**src/rtl/sync_link_pkg.sv**
```systemverilog
// Constants, state encoding and parity helper shared by both ends of the sync-word bit-stream link.
// The frame length depends on the SYNC_FRAME_TX_PARITY_EN macro.
package sync_link_pkg;

    localparam logic [15:0] SYNC_WORD_DEF = 16'hAFAF;
    localparam int          WINDOW_DEF    = 1000;
    localparam int          GAP_BITS_DEF  = 2;
    localparam int          CW_DEF        = 10;

`ifdef SYNC_FRAME_TX_PARITY_EN
    localparam int FRAME_LEN = 33;
`else
    localparam int FRAME_LEN = 32;
`endif

    typedef enum logic [2:0] {
        IDLE    = 3'd0,
        SYNC    = 3'd1,
        PAYLOAD = 3'd2,
        PARITY  = 3'd3,
        GAP     = 3'd4
    } tx_state_e;

    function automatic logic even_parity16(input logic [15:0] d);
        return ^d;
    endfunction

endpackage

```
**src/rtl/sync_window_timer.sv**
```systemverilog
// Free-running window counter with a registered last-cycle tick and a "whole frame still fits" flag.
// The receive end reuses it with the same parameters, so both ends agree on the window boundaries.
module sync_window_timer #(
    parameter int WINDOW    = 1000,
    parameter int CW        = 10,
    parameter int FRAME_LEN = 32
) (
    input  logic clock,
    input  logic reset,
    output logic window_tick,
    output logic room
);

    logic [CW-1:0] win_cnt_r;
    logic          window_tick_r;

    // Window counter and tick; the tick is set one cycle early so it is high while win_cnt_r sits at WINDOW-1.
    always_ff @(posedge clock or posedge reset) begin
        if (reset) begin
            win_cnt_r     <= {CW{1'b0}};
            window_tick_r <= 1'b0;
        end else begin
            if (win_cnt_r == CW'(WINDOW - 1)) begin
                win_cnt_r <= {CW{1'b0}};
            end else begin
                win_cnt_r <= win_cnt_r + CW'(1);
            end
            window_tick_r <= (win_cnt_r == CW'(WINDOW - 2));
        end
    end

    assign window_tick = window_tick_r;
    assign room        = (win_cnt_r <= CW'(WINDOW - 2 - FRAME_LEN));

endmodule

```
**src/rtl/sync_frame_tx.sv**
```systemverilog
// Serial frame transmitter: SYNC_WORD, payload MSB-first, optional parity bit, then idle gap bits.
// Define SYNC_FRAME_TX_PARITY_EN to append the even-parity bit (FRAME_LEN becomes 33).
module sync_frame_tx
    import sync_link_pkg::*;
#(
    parameter logic [15:0] SYNC_WORD = SYNC_WORD_DEF,
    parameter int          WINDOW    = WINDOW_DEF,
    parameter int          GAP_BITS  = GAP_BITS_DEF,
    parameter int          CW        = CW_DEF
) (
    input  logic        clock,
    input  logic        reset,
    input  logic [15:0] in_data,
    input  logic        in_valid,
    output logic        in_ready,
    output logic        data,
    output logic        busy,
    output logic [15:0] frames_sent,
    output logic        window_tick
);

    tx_state_e   state_r, state_next_s;
    logic [3:0]  cnt_r, cnt_next_s;
    logic [15:0] shift_r;
    logic [15:0] frames_sent_r;
    logic        data_r, busy_r;
    logic        data_next_s, last_bit_next_s;
    logic        accept_s, room_s, tick_s;
`ifdef SYNC_FRAME_TX_PARITY_EN
    logic        parity_r;
`endif

    sync_window_timer #(
        .WINDOW    (WINDOW),
        .CW        (CW),
        .FRAME_LEN (FRAME_LEN)
    ) u_timer (
        .clock       (clock),
        .reset       (reset),
        .window_tick (tick_s),
        .room        (room_s)
    );

    assign in_ready = !reset && (state_r == IDLE) && room_s;
    assign accept_s = in_valid && in_ready;

    // State register and per-state bit counter.
    always_ff @(posedge clock or posedge reset) begin
        if (reset) begin
            state_r <= IDLE;
            cnt_r   <= 4'd0;
        end else begin
            state_r <= state_next_s;
            cnt_r   <= cnt_next_s;
        end
    end

    // Next-state logic: each phase lasts a fixed number of bit cycles.
    always_comb begin
        state_next_s = state_r;
        cnt_next_s   = cnt_r + 4'd1;
        case (state_r)
            IDLE: begin
                cnt_next_s = 4'd0;
                if (accept_s) begin
                    state_next_s = SYNC;
                end else begin
                    state_next_s = IDLE;
                end
            end
            SYNC: begin
                if (cnt_r == 4'd15) begin
                    state_next_s = PAYLOAD;
                    cnt_next_s   = 4'd0;
                end else begin
                    state_next_s = SYNC;
                end
            end
            PAYLOAD: begin
                if (cnt_r == 4'd15) begin
`ifdef SYNC_FRAME_TX_PARITY_EN
                    state_next_s = PARITY;
`else
                    state_next_s = GAP;
`endif
                    cnt_next_s   = 4'd0;
                end else begin
                    state_next_s = PAYLOAD;
                end
            end
            PARITY: begin
                state_next_s = GAP;
                cnt_next_s   = 4'd0;
            end
            GAP: begin
                if (cnt_r == 4'(GAP_BITS - 1)) begin
                    state_next_s = IDLE;
                    cnt_next_s   = 4'd0;
                end else begin
                    state_next_s = GAP;
                end
            end
            default: begin
                state_next_s = IDLE;
                cnt_next_s   = 4'd0;
            end
        endcase
    end

    // Output decode from the upcoming state, so data can be registered without adding latency.
    always_comb begin
        data_next_s     = 1'b0;
        last_bit_next_s = 1'b0;
        case (state_next_s)
            SYNC: begin
                data_next_s = SYNC_WORD[4'd15 - cnt_next_s];
            end
            PAYLOAD: begin
                data_next_s = shift_r[15];
`ifdef SYNC_FRAME_TX_PARITY_EN
                last_bit_next_s = 1'b0;
`else
                if (cnt_next_s == 4'd15) begin
                    last_bit_next_s = 1'b1;
                end else begin
                    last_bit_next_s = 1'b0;
                end
`endif
            end
            PARITY: begin
`ifdef SYNC_FRAME_TX_PARITY_EN
                data_next_s     = parity_r;
                last_bit_next_s = 1'b1;
`else
                data_next_s     = 1'b0;
                last_bit_next_s = 1'b0;
`endif
            end
            default: begin
                data_next_s     = 1'b0;
                last_bit_next_s = 1'b0;
            end
        endcase
    end

    // Payload shifter: loaded on accept, shifted once per payload bit sent.
    always_ff @(posedge clock or posedge reset) begin
        if (reset) begin
            shift_r <= 16'h0000;
        end else if (accept_s) begin
            shift_r <= in_data;
        end else if (state_next_s == PAYLOAD) begin
            shift_r <= {shift_r[14:0], 1'b0};
        end else begin
            shift_r <= shift_r;
        end
    end

`ifdef SYNC_FRAME_TX_PARITY_EN
    // Parity is captured at accept time so it never depends on the shifted copy.
    always_ff @(posedge clock or posedge reset) begin
        if (reset) begin
            parity_r <= 1'b0;
        end else if (accept_s) begin
            parity_r <= even_parity16(in_data);
        end else begin
            parity_r <= parity_r;
        end
    end
`endif

    // Registered outputs; the window clear takes priority over a completing frame.
    always_ff @(posedge clock or posedge reset) begin
        if (reset) begin
            data_r        <= 1'b0;
            busy_r        <= 1'b0;
            frames_sent_r <= 16'h0000;
        end else begin
            data_r <= data_next_s;
            busy_r <= (state_next_s != IDLE);
            if (tick_s) begin
                frames_sent_r <= 16'h0000;
            end else if (last_bit_next_s && (frames_sent_r != 16'hFFFF)) begin
                frames_sent_r <= frames_sent_r + 16'd1;
            end else begin
                frames_sent_r <= frames_sent_r;
            end
        end
    end

    assign data        = data_r;
    assign busy        = busy_r;
    assign frames_sent = frames_sent_r;
    assign window_tick = tick_s;

endmodule

```
**config.mk**
```make
export PLATFORM = sky130hd
export DESIGN_NAME = sync_frame_tx
export DESIGN_NICKNAME = d
export VERILOG_FILES = /design/src/rtl/sync_link_pkg.sv /design/src/rtl/sync_window_timer.sv /design/src/rtl/sync_frame_tx.sv
export SDC_FILE = /design/constraint.sdc
export NUM_CORES = 1
export LEC_CHECK = 0
export ABC_AREA = 1
export BUFFER_PORTS_ARGS = -buffer_cell sky130_fd_sc_hd__buf_4
export CORE_MARGIN = 2
export CORE_UTILIZATION = 37
export DETAILED_ROUTE_END_ITERATION = 10
export PLACE_DENSITY = 0.51
export REMOVE_ABC_BUFFERS = 1
export SLEW_MARGIN = 20
export SYNTH_ARGS = -nofsm -noshare
export SYNTH_HDL_FRONTEND = slang
export SYNTH_SLANG_ARGS = --single-unit
```
**constraint.sdc**
```tcl
create_clock -name clock -period 2.09 [get_ports clock]
set_clock_uncertainty 0.2 [all_clocks]
set_input_delay 0.5225 -clock clock [delete_from_list [all_inputs] [get_ports clock]]
set_output_delay 0.5225 -clock clock [all_outputs]
set_load 0.01 [all_outputs]
```
* Yosys cells after proc, flatten, opt, wreduce, memory -nomap -nowiden *
Memories as Yosys holds them, arrays and structs flattened.
Index checks and enable logic that the tools add are counted.

cells by class
  add/sub/neg operators = 4
  multiply operators = 0
  div/mod/pow operators = 0
  order comparisons = 2
  equality and inequality tests = 12
  shift operators = 0
  mux-type cells = 17
  bitwise operators = 0
  reduce and logical (&&, ||, !) cells = 10

operator list
  kind                                                  count
  two-way mux 16 bit                                    4
  equality test 10 bit (second input constant)          2
  adder 16 x 1 -> 16 bit (second input constant)        1
  inequality test 16 bit (second input constant)        1
  case mux 3 bit (5 select lines)                       1
  adder 10 x 1 -> 10 bit (second input constant)        1
  <= comparator 10 bit (second input constant)          1
  two-way mux 10 bit                                    1
  equality test 3 x 2 -> 1 bit (second input constant)  3
  equality test 4 bit (second input constant)           2
  two-way mux 4 bit                                     2
  case mux 4 bit (2 select lines)                       1
  equality test 3 x 1 -> 1 bit (second input constant)  2
  two-way mux 3 bit                                     2
  < comparator 4 x 5 -> 1 bit (second input constant)   1
  adder 4 x 1 -> 4 bit (second input constant)          1
  equality test 4 x 1 -> 1 bit (second input constant)  1
  logical AND 1 bit                                     4
  two-way mux 1 bit                                     4
  nonzero test 2 bit                                    2
  subtractor 4 bit (first input constant)               1
  equality test 3 bit (second input constant)           1
  zero test 3 bit                                       1
  nonzero test 3 bit                                    1
  other kinds (4)                                       4

storage, ports and cells
  register bits = 52
  latch bits = 0
  RAM bits = 0
  memory bits (read-only) = 16
  input port bits = 19
  output and inout port bits = 20
  logic and storage cells = 54
  memories = 1

memory list
  memory            depth  bits a word  rd ports  clocked after memory_dff  wr ports  line                  text
  (name not given)  16     1            1         0                         0         sync_frame_tx.sv:116  data_next_s = SYNC_WORD[4'd15 - cnt_next_s];

* Depth between registers and ports, before layout *
Gate-level depths: netlist of the first run.

  depth after elaboration = 11
  depth in mapped cells = 11
  depth with buffers taken out = 10

* Hierarchy *
Synthesis of the first run repeated with hierarchy kept, for this count alone.

unflattened totals
  cells, all modules = 364
  area, all modules = 2912.8 sq um

by module, submodules not included
  module             times used  cells each  area an instance (sq um)  sequential area each (sq um)
  sync_frame_tx      1           290         2337.2                    1026.0
  sync_window_timer  1           74          575.6                     275.3

* Worst setup path after synthesis of the first run *
No wires, ideal clock.

  kind = reg-to-reg
  start point = reg frames_sent_r[0] (netlist: frames_sent[0])
  end point = reg frames_sent_r[15] (netlist: frames_sent[15])
  library setup time = 0.118 ns
  arrival time = 1.556 ns
  data required time = 1.772 ns
  path slack = 0.216 ns
  stages on the path, launching flop included = 11
  buffers on the path = 1
  clock period less this slack = 1.874 ns
  path through = dfrtp_1 ha_1 nand2_1 nor2_4 nand4_2 clkinv_1 nor2_2 nand3_4 buf_8 nand3_2 nand2_1

on the way
  word-level cells in the longest chain between the ends = 3
  elaborated cells on any way between the ends = 6
  classes of those cells = add/sub (1); eq/ne (1); mux (2); reduce/logical (2)

ends and longest elaborated chain
  what                                                              line                                        text
  from (decl)                                                       sync_frame_tx.sv:25                         logic [15:0] frames_sent_r;
  from (signal assigned)                                            sync_frame_tx.sv:184                        frames_sent_r <= frames_sent_r + 16'd1;
  from (signal assigned)                                            sync_frame_tx.sv:186                        frames_sent_r <= frames_sent_r;
  adder 16 x 1 -> 16 bit or inequality test 16 bit (tied branches)  sync_frame_tx.sv:184, sync_frame_tx.sv:183
  two-way mux 16 bit or logical AND 1 bit (tied branches)           sync_frame_tx.sv:183                        end else if (last_bit_next_s && (frames_sent_r != 16'hFFFF)) begin
  two-way mux 16 bit or nonzero test 2 bit (tied branches)          --

Several ways; a longest one is shown, not always the timed one. The select of a mux whose other input is x is not followed.
A chain may end at the register's enable or synchronous reset.

* Final worst setup path of the first run *
  start point = reg state_r[0]
  end point = out in_ready

on the way
  word-level cells in the longest chain between the ends = 3

ends and longest elaborated chain
  what                            line                 text
  from (decl)                     sync_frame_tx.sv:22  tx_state_e state_r, state_next_s;
  from (signal assigned)          sync_frame_tx.sv:53  state_r <= state_next_s;
  zero test 3 bit                 sync_frame_tx.sv:44  assign in_ready = !reset && (state_r == IDLE) && room_s;
  logical AND 1 bit (2 in a row)  sync_frame_tx.sv:44
  to (decl)                       sync_frame_tx.sv:15  output logic in_ready,

Every way passes these cells.

==> impl_metrics.json, run 1 <==
{
  "outcome": "completed",
  "leakagePower_nw": 1.88,
  "ys_ff_latch": 52,
  "clock-sinks": 52,
  "fin_crit_ps": 2070,
  "stdcell_count": 523,
  "tns_ps": 0,
  "hp-class": "primary input to async pin",
  "yosysSeqAreaShare_pct": 44.5,
  "endpoint_kind": "output port",
  "finalCritPeriodShare_pct": 99.0,
  "synth.top_cell.area_share_pct": 44.5,
  "crit_slowest_cell": "dfrtp_1",
  "clk_pin_slew_ps": 100,
  "busiest_layer": "met2",
  "drt_iter0_markers": 103,
  "hold_buffers": 0,
  "worstPathCellList": "inv_2 > nand2_2 > nor3_2 > and2_4 > buf_6",
  "multi_input_area_um2": 1470,
  "drc_errors": 0,
  "fillers": 808,
  "root_buffer": "clkbuf_8",
  "rr_endpoint": "frames_sent[11]",
  "criticalPathCategory": "flop to output port",
  "dieArea_um2": 8640,
  "synthTopCellsByArea": "dfrtp_1 44%, nand2_1 13%, nand3_1 6.7%",
  "rr_startpoint": "cnt_r[0]",
  "crit_path_start_kind": "flop",
  "num-nets-final": 444,
  "netlist_area_um2": 2930,
  "total_power_w": 0.00265,
  "die_w_um": 92.9,
  "ir_worst_vdd_mv": 0.271,
  "slew-limit-headroom_pct": 74.9,
  "io_buffers": 38,
  "synth.avg_cell_area_um2": 8.02,
  "slew_viol_final": 0,
  "async_flop_share_pct": 100,
  "antenna_found_initial": 0,
  "grt_overflow": 0,
  "max_freq_ghz": 0.483,
  "syn_inst": 365,
  "ctsHtreeMaxLevel": 2,
  "dp.cells": 502,
  "rsz0062_at_grt": "yes",
  "timing.critical_path.slowest_cell_delay_ps": 400,
  "reg2reg_slack_ps": 150,
  "track_usage_pct": 16.2,
  "synth_edf_count": 0,
  "grt_pass1_vias": 2417,
  "crit_arrival_ps": 1350,
  "regArea_um2": 1300,
  "cp_max_fo": 4,
  "grt_use_met1_pct": 21.3,
  "power.density_nw_per_um2": 722,
  "clockBufferDepth": 2,
  "drt-vias-per-instance": 4.79,
  "num_antenna_cells": 0,
  "met3_usage_pct": 3.66,
  "hold_violations": 0,
  "cts_inserted_buffers": 5,
  "num_io_pins": 39,
  "yosysMostFrequentCell": "nand2_1",
  "worst_pin_slew_ps": 376,
  "cap_violations": 0,
  "synth-main-ff-cell": "dfrtp_1",
  "avgRoutedWirePerCell_um": 12.4,
  "required_ps": 1370,
  "synth.largest_area_cell": "dfrtp_1",
  "netlist-cell-type-count": 34,
  "die_h_um": 92.9,
  "area_delta_synth_final_pct": 25.4,
  "drive_above_1_share_pct": 28.0,
  "vias": 2504,
  "detail-route-antenna-nets": 0,
  "setup_viol": 0,
  "insertion_delay_ps": 310,
  "reg2regPathDepth": 11,
  "core_um2": 7690,
  "wirelength_mm": 6.46,
  "row_count": 32,
  "synth_commonest_cells": "100 x nand2_1, 52 x dfrtp_1, 39 x nand3_1",
  "yosysWarnings": 0,
  "dp_hpwl_mm": 4.37,
  "grt_max_degree": 53,
  "grt_pass1_wl_mm": 11.3,
  "dr.pass1.iters": 4,
  "cts_tree": "yes",
  "place_congestion": 0.807,
  "use_met2_pct": 26.8,
  "initial_core_util_pct": 38.1
}
## how the worst max path moves through the flow
stage,from,to,slack (ps),cells after the start
6_report,state_r[0],in_ready,20,5
5_1_grt,u_timer.win_cnt_r[0],in_ready,-70,6
4_1_cts,u_timer.win_cnt_r[1],in_ready,-20,6
3_5_place_dp,cnt_r[0],frames_sent[14],110,10
3_3_place_gp,cnt_r[0],frames_sent[13],150,7
2_1_floorplan,cnt_r[0],frames_sent[11],50,10
## routing by layer
metal | up-vias | wire (um)
met5 | - | 0
met4 | 0 | 68
met3 | 6 | 259
met2 | 37 | 3060
met1 | 1179 | 3070
li1 | 1282 | -
## metrics by stage
step	worst slack, ps	cell area (um^2)	util (%)	hold slack (ps)
floorplan	45.5	2860	-	252
global placement	152	3360	43.8	267
detailed placement	114	3360	43.8	269
CTS	-18.5	3540	46.0	65.7
global route	-65.7	3670	47.7	75.5
finish	21.1	3670	47.7	52.9
## worst max-delay path, delay by kind of cell (launching register included)
family | cells | cell delay (ps)
flip-flops | 1 | 400
buffers and inverters | 2 | 180
AND/OR/NAND/NOR | 3 | 460
## area by class of cell
type	instances	share of cell area [%]
Timing Repair Buffer	57	13.4
Tap cell	102	3.48
Sequential cell	52	35.5
Multi-Input combinational cell	257	40.0
Clock inverter	2	0.477
Inverter	47	4.95
Clock buffer	6	2.25
## where the power goes
part	total [W]	switching [W]	internal, W
combinational	0.000703	0.000414	0.000290
sequential	0.00130	0.000118	0.00118
clock	0.000646	0.000367	0.000278
total	0.00265	0.000899	0.00175
## repair_timing
item / in CTS / in global routing
pin swaps: 2 / 8
setup endpoints to repair: 1 / 33
buffers inserted: 6 / 5
cloned: 0 / 2
resized for setup: 8 / 17
## registers in the layout, summed over array words and instances, names as in the netlist
name and count:
busy 1, frames_sent 16, shift_r 16, u_timer.win_cnt_r 10, data 1, cnt_r 4
u_timer.window_tick 1, state_r 3
## cells in the final DEF (no fill, tap or decap), types with 5 or more instances in the layout
cell type	netlist	routed
clkbuf_8	0	6
inv_2	10	12
xor2_1	16	16
nand2_1	100	95
nand4_1	20	20
nand3_2	11	12
nand2_2	4	8
nor2_4	4	5
dfrtp_1	52	51
buf_4	1	51
nor2_1	32	31
inv_1	36	33
nand3_1	39	38
## cell families after synthesis
kind of cell | Yosys count | synth area share [%]
AOI/OAI and AO/OA | 11 | 2.52
buffers and inverters | 57 | 8.29
and+or+nand+nor | 222 | 37.2
adders and majority gates | 5 | 2.14
DFF | 52 | 44.5
xor gates and xnor gates | 18 | 5.39
No activity file was read; power rests on OpenSTA's default activity.
==> run 2, diff against run 1 <==
--- a/config.mk
+++ b/config.mk
@@ -5,12 +5,12 @@
 export SDC_FILE = /design/constraint.sdc
 export NUM_CORES = 1
 export LEC_CHECK = 0
-export ABC_AREA = 1
+export ABC_CLOCK_PERIOD_IN_PS = 2090
 export BUFFER_PORTS_ARGS = -buffer_cell sky130_fd_sc_hd__buf_4
 export CORE_MARGIN = 2
 export CORE_UTILIZATION = 37
 export DETAILED_ROUTE_END_ITERATION = 10
-export PLACE_DENSITY = 0.51
+export PLACE_DENSITY = 0.52
 export REMOVE_ABC_BUFFERS = 1
 export SLEW_MARGIN = 20
 export SYNTH_ARGS = -nofsm -noshare
==> impl_metrics.json, run 2 <==
{
  "drive_above_1_share_pct": 42.3,
  "grt_max_degree": 29,
  "antenna_found_initial": 0,
  "ir_worst_vdd_mv": 0.343,
  "fin_crit_ps": 2320,
  "synth.largest_area_cell": "dfrtp_1",
  "synth.avg_cell_area_um2": 10.1,
  "power.density_nw_per_um2": 865,
  "synthAdderAreaFrac_pct": 2.35,
  "die_h_um": 88.9,
  "cap_violations": 0,
  "synthMuxAreaShare_pct": 2.49,
  "synth-main-ff-cell": "dfrtp_1",
  "ctsHtreeMaxLevel": 2,
  "drt-vias-per-instance": 5.17,
  "initial_core_util_pct": 38.8,
  "netlist_area_um2": 2660,
  "synthTopCellsByArea": "dfrtp_1 49%, a22o_1 4.6%, a21o_1 3.9%",
  "synthXorXnorAreaFrac_pct": 2.96,
  "leakagePower_nw": 1.84,
  "root_buffer": "clkbuf_8",
  "grt_pass1_wl_mm": 10.8,
  "hp-class": "primary input to async pin",
  "yosysSeqAreaShare_pct": 48.8,
  "grt_pass1_vias": 2269,
  "path_delay_family": "compound AO/OA/AOI/OAI gates",
  "crit_arrival_ps": 2370,
  "critical_path_buf_inv_count": 2,
  "criticalPathCategory": "flop to flop",
  "dp_worst_setup_slack_ps": -344,
  "detail-route-antenna-nets": 0,
  "layout_commonest_cell": "buf_4",
  "finalCritPeriodShare_pct": 111,
  "wirelength_mm": 6.57,
  "syn_inst": 264,
  "slew_viol_final": 0,
  "track_usage_pct": 17.6,
  "io_buffers": 38,
  "ys_ff_latch": 52,
  "insertion_delay_ps": 310,
  "outcome": "finished with violations",
  "synth.top_cell.area_share_pct": 48.8,
  "clock-sinks": 52,
  "num_io_pins": 39,
  "avgRoutedWirePerCell_um": 14.5,
  "num_antenna_cells": 0,
  "synth_compound_gate_area_share_pct": 17.8,
  "async_flop_share_pct": 100,
  "synth_top_family_by_area": "simple AND/OR/NAND/NOR gates",
  "slew-limit-headroom_pct": 65.5,
  "setup_ws_ps": -228,
  "synth-simple-area-share_pct": 21.1,
  "vias": 2342,
  "clk_pin_slew_ps": 100,
  "setup_viol": 19,
  "max_freq_ghz": 0.431,
  "cts_inserted_buffers": 5,
  "clockBufferDepth": 2,
  "tns_ps": -3590,
  "rsz0062_at_grt": "yes",
  "violations": "negative setup slack",
  "crit_slowest_cell": "or4_4",
  "netlist-cell-type-count": 45,
  "cts_tree": "yes",
  "final_cell_mix": "89 x buf_4, 49 x dfrtp_1, 20 x nor2_1",
  "num-nets-final": 380,
  "grt_overflow": 0,
  "endpoint_kind": "flop",
  "worstPathCellList": "ha_2 > buf_6 > nand3_4 > a32oi_4 > a211o_4 > buf_12 > or4_4 > a21oi_2",
  "synth_edf_count": 0,
  "drc_errors": 0,
  "timing.critical_path.slowest_cell_delay_ps": 470,
  "hold_violations": 0,
  "place_congestion": 0.739,
  "yosysWarnings": 0,
  "holdWs_ps": 24.5,
  "crit_path_start_kind": "flop",
  "dp_hpwl_mm": 4.28,
  "required_ps": 2140,
  "yosysMostFrequentCell": "dfrtp_1",
  "dieArea_um2": 7890,
  "area_delta_synth_final_pct": 45.6,
  "worst_pin_slew_ps": 510,
  "cp_max_fo": 6,
  "drt_iter0_markers": 95,
  "core_um2": 6870,
  "synth_commonest_cells": "52 x dfrtp_1, 21 x nor2_1, 16 x a21oi_1",
  "die_w_um": 88.9,
  "row_count": 30,
  "dr.pass1.iters": 4
}
[run 2: changes by cell type in the layout (fill, tap and decap cells not counted), moves of 12 or more]
cell     before  now
a21o_1        0   14
a22o_1        1   14
buf_4        51   89
inv_1        33   11
nand2_1      95   10
nand3_1      38   12
nand3_2      12    0
nand4_1      20    7
xor2_1       16    3
[run 2: cell families (layout without fill, tap and decap cells)]
group	Yosys count	after routing
adders and majority gates	5	5
muxes	6	6
buffers and inverters	28	121
DFF	52	52
xor gates and xnor gates	9	9
and+or+nand+nor	97	97
AOI/OAI and AO/OA	67	67
[run 2: what timing repair did]
action / in CTS / in global routing
hold buffers: 0 / 0
resized for setup: 21 / 37
buffers inserted: 12 / 2
cloned: 1 / 0
setup endpoints to repair: 31 / 34
pin swaps: 18 / 9
[run 2: per-layer routing]
metal | GRT usage, % | share of wire (%)
met1 | 24.9 | 46
met2 | 27.1 | 49
met3 | 4.20 | 3.7
met4 | 4.96 | 1.2
met5 | 0 | 0
[run 2: final cells by class]
type	count	area (um^2)
clock buffers	6	72.6
flip-flops and latches	52	1310
inverters	12	45.0
well taps	96	120
clock inverters	2	16.3
multi-input cells	184	1470
repair buffers	101	846
fillers	635	2990
[run 2: worst paths after layout]
check,start,to,slack [ps],cells past startpoint
min in group clock,in_data[0],shift_r[0],220,3
setup / recovery,cnt_r[0],frames_sent[3],-230,8
setup reg to reg,cnt_r[0],frames_sent[3],-230,8
max in group asynchronous,reset,state_r[1],1130,3
hold / removal,reset,shift_r[13],20,2
hold reg to reg,shift_r[13],shift_r[13],290,1
[run 2: where the power goes]
group / internal, W / total [W] / switching, W
sequential: 0.00123 / 0.00139 / 0.000159
combinational: 0.000802 / 0.00137 / 0.000566
clock: 0.000239 / 0.000595 / 0.000356
total: 0.00228 / 0.00336 / 0.00108
[run 2: metrics by stage]
stage,cell area (um^2),std cells,util [%],power (W)
after global routing,3880,453,56.5,0.00358
final,3880,453,56.5,0.00336
after global placement,3390,430,49.4,0.00230
after CTS,3690,451,53.8,0.00323
after detailed placement,3390,430,49.4,0.00232
after floorplan,2590,248,-,0.00188
==> run 3, diff against run 2 <==
--- a/config.mk
+++ b/config.mk
@@ -15,4 +15,5 @@
 export SLEW_MARGIN = 20
 export SYNTH_ARGS = -nofsm -noshare
 export SYNTH_HDL_FRONTEND = slang
+export SYNTH_HIERARCHICAL = 1
 export SYNTH_SLANG_ARGS = --single-unit
==> impl_metrics.json, run 3 <==
{
  "outcome": "finished with violations",
  "violations": "negative setup slack",
  "row_count": 30,
  "multi_input_area_um2": 1400,
  "synth-main-ff-cell": "dfrtp_1",
  "drt-vias-per-instance": 4.97,
  "insertion_delay_ps": 300,
  "initial_core_util_pct": 38.6,
  "clockBufferDepth": 2,
  "die_w_um": 88.4,
  "layout_commonest_cell": "buf_4",
  "dp_hpwl_mm": 4.40,
  "grt_pass1_vias": 2124,
  "num-nets-final": 380,
  "setup_ws_ps": -309,
  "core_um2": 6830,
  "dieArea_um2": 7810,
  "hold_violations": 0,
  "crit_path_start_kind": "flop",
  "antenna_found_initial": 0,
  "grt_max_degree": 27,
  "cp_max_fo": 5,
  "vias": 2250,
  "crit_slowest_cell": "dfrtp_2",
  "area_delta_synth_final_pct": 40.5,
  "setup_viol": 32,
  "cts_tree": "yes",
  "synth.largest_area_cell": "dfrtp_1",
  "finalCritPeriodShare_pct": 115,
  "yosysMostFrequentCell": "dfrtp_1",
  "root_buffer": "clkbuf_8",
  "max_freq_ghz": 0.417,
  "drc_errors": 0,
  "met3_usage_pct": 3.36,
  "timing.critical_path.slowest_cell_delay_ps": 470,
  "netlist-cell-type-count": 50,
  "ir_worst_vdd_mv": 0.376,
  "wirelength_mm": 6.03,
  "clk_pin_slew_ps": 90,
  "ys_ff_latch": 52,
  "use_met2_pct": 24.5,
  "total_power_w": 0.00293,
  "leakagePower_nw": 1.72,
  "grt_pass1_wl_mm": 9.65,
  "drive_above_1_share_pct": 41.2,
  "avgRoutedWirePerCell_um": 13.3,
  "slew-limit-headroom_pct": 62.0,
  "track_usage_pct": 15.6,
  "synth.avg_cell_area_um2": 9.83,
  "syn_inst": 268,
  "rsz0062_at_grt": "yes",
  "cap_violations": 0,
  "grt_overflow": 0,
  "cts_inserted_buffers": 5,
  "worstPathCellList": "ha_4 > and3_4 > mux2i_4 > a2111oi_4 > nand2_2 > buf_6 > or3_4 > a21oi_2",
  "num_io_pins": 39,
  "io_buffers": 38,
  "final_cell_mix": "84 x buf_4, 49 x dfrtp_1, 40 x nand2_1",
  "die_h_um": 88.4,
  "yosysSeqAreaShare_pct": 49.4,
  "synth_commonest_cells": "52 x dfrtp_1, 40 x nand2_1, 23 x nor2_1",
  "netlist_area_um2": 2640,
  "detail-route-antenna-nets": 0,
  "drt_iter0_markers": 54,
  "grt_use_met1_pct": 22.3,
  "power.density_nw_per_um2": 790,
  "worst_pin_slew_ps": 565,
  "fin_crit_ps": 2400,
  "ctsHtreeMaxLevel": 2,
  "crit_arrival_ps": 2440,
  "fillers": 638,
  "hp-class": "primary input to async pin",
  "place_congestion": 0.814,
  "hold_buffers": 0,
  "holdWs_ps": 56.5,
  "num_antenna_cells": 0,
  "required_ps": 2130,
  "endpoint_kind": "flop",
  "dr.pass1.iters": 4,
  "criticalPathCategory": "flop to flop",
  "clock-sinks": 52,
  "slew_viol_final": 0,
  "yosysWarnings": 6,
  "regArea_um2": 1310,
  "async_flop_share_pct": 100,
  "reg2regPathDepth": 8,
  "synth.top_cell.area_share_pct": 49.4,
  "synthTopCellsByArea": "dfrtp_1 49%, nand2_1 5.7%, a22oi_1 4.0%",
  "synth_edf_count": 0,
  "busiest_layer": "met2"
}
-- run 3: cell types whose count changed in the layout (fill, tap and decap cells not counted), moves of 7 or more --
cell / previous run / this run
a21o_1: 14 / 0
a22o_1: 14 / 1
a22oi_1: 0 / 11
nand2_1: 10 / 40
xor2_1: 3 / 10
-- run 3: per-layer routing --
layer	vias to the layer above	wire length (um)
met1	1077	2940
met4	0	19
li1	1131	-
met3	2	252
met2	40	2820
met5	-	0
-- run 3: critical path, delay by kind of cell, from the launching register on --
family / cells / cell delay, ps
AOI/OAI and AO/OA: 2 / 480
buffers and inverters: 1 / 150
muxes: 1 / 190
adders and majority gates: 1 / 190
DFF: 1 / 470
and+or+nand+nor: 3 / 660
-- run 3: cell families after synthesis --
group / synth area share (%)
adder cells (fa/ha/maj): 2.37
AND/OR/NAND/NOR: 23.9
buffers and inverters: 4.56
XOR/XNOR: 4.32
AO/OA/AOI/OAI: 14.2
multiplexers: 1.19
flip-flops: 49.4
-- run 3: final timing paths --
check                             from  slack, ps              endpoint
setup / recovery              cnt_r[0]       -310       frames_sent[10]
hold / removal                   reset         60  u_timer/win_cnt_r[4]
setup reg to reg              cnt_r[0]       -310       frames_sent[10]
hold reg to reg            shift_r[14]        290           shift_r[14]
max in group asynchronous        reset       1280              cnt_r[0]
min in group clock          in_data[9]        230            shift_r[9]
-- run 3: stage by stage --
stage               area (um^2)  util, %  worst slack [ps]  setup TNS, ps  std cells
detailed placement         3360     49.1              -461          -7450        441
finish                     3700     54.2              -309          -5070        453
global placement           3360     49.1              -429          -6230        441
global route               3700     54.2              -425          -8150        453
CTS                        3490     51.1              -316          -4860        451
floorplan                  2560        -              -615         -13290        256
-- run 3: final cells by class --
type / instances / area share [%]
Timing Repair Buffer: 93 / 20.0
Inverter: 11 / 1.22
Multi-Input combinational cell: 193 / 37.7
Clock inverter: 1 / 0.203
Tap cell: 96 / 3.24
Sequential cell: 52 / 35.2
Clock buffer: 7 / 2.33
-- run 3: timing repair --
action / 4_1_cts / 5_1_grt
setup endpoints to repair: 34 / 34
resized for setup: 7 / 45
setup buffers: 2 / 2
hold endpoints to repair: 0 / 0
pin swaps: 13 / 25
-- run 3: report_power, final --
part | leakage (nW) | switching [W] | total [W] | internal, W
combinational | 1.01 | 0.000459 | 0.000950 | 0.000491
clock | 0.0445 | 0.000319 | 0.000588 | 0.000270
sequential | 0.667 | 0.000170 | 0.00139 | 0.00122
total | 1.72 | 0.000948 | 0.00293 | 0.00198
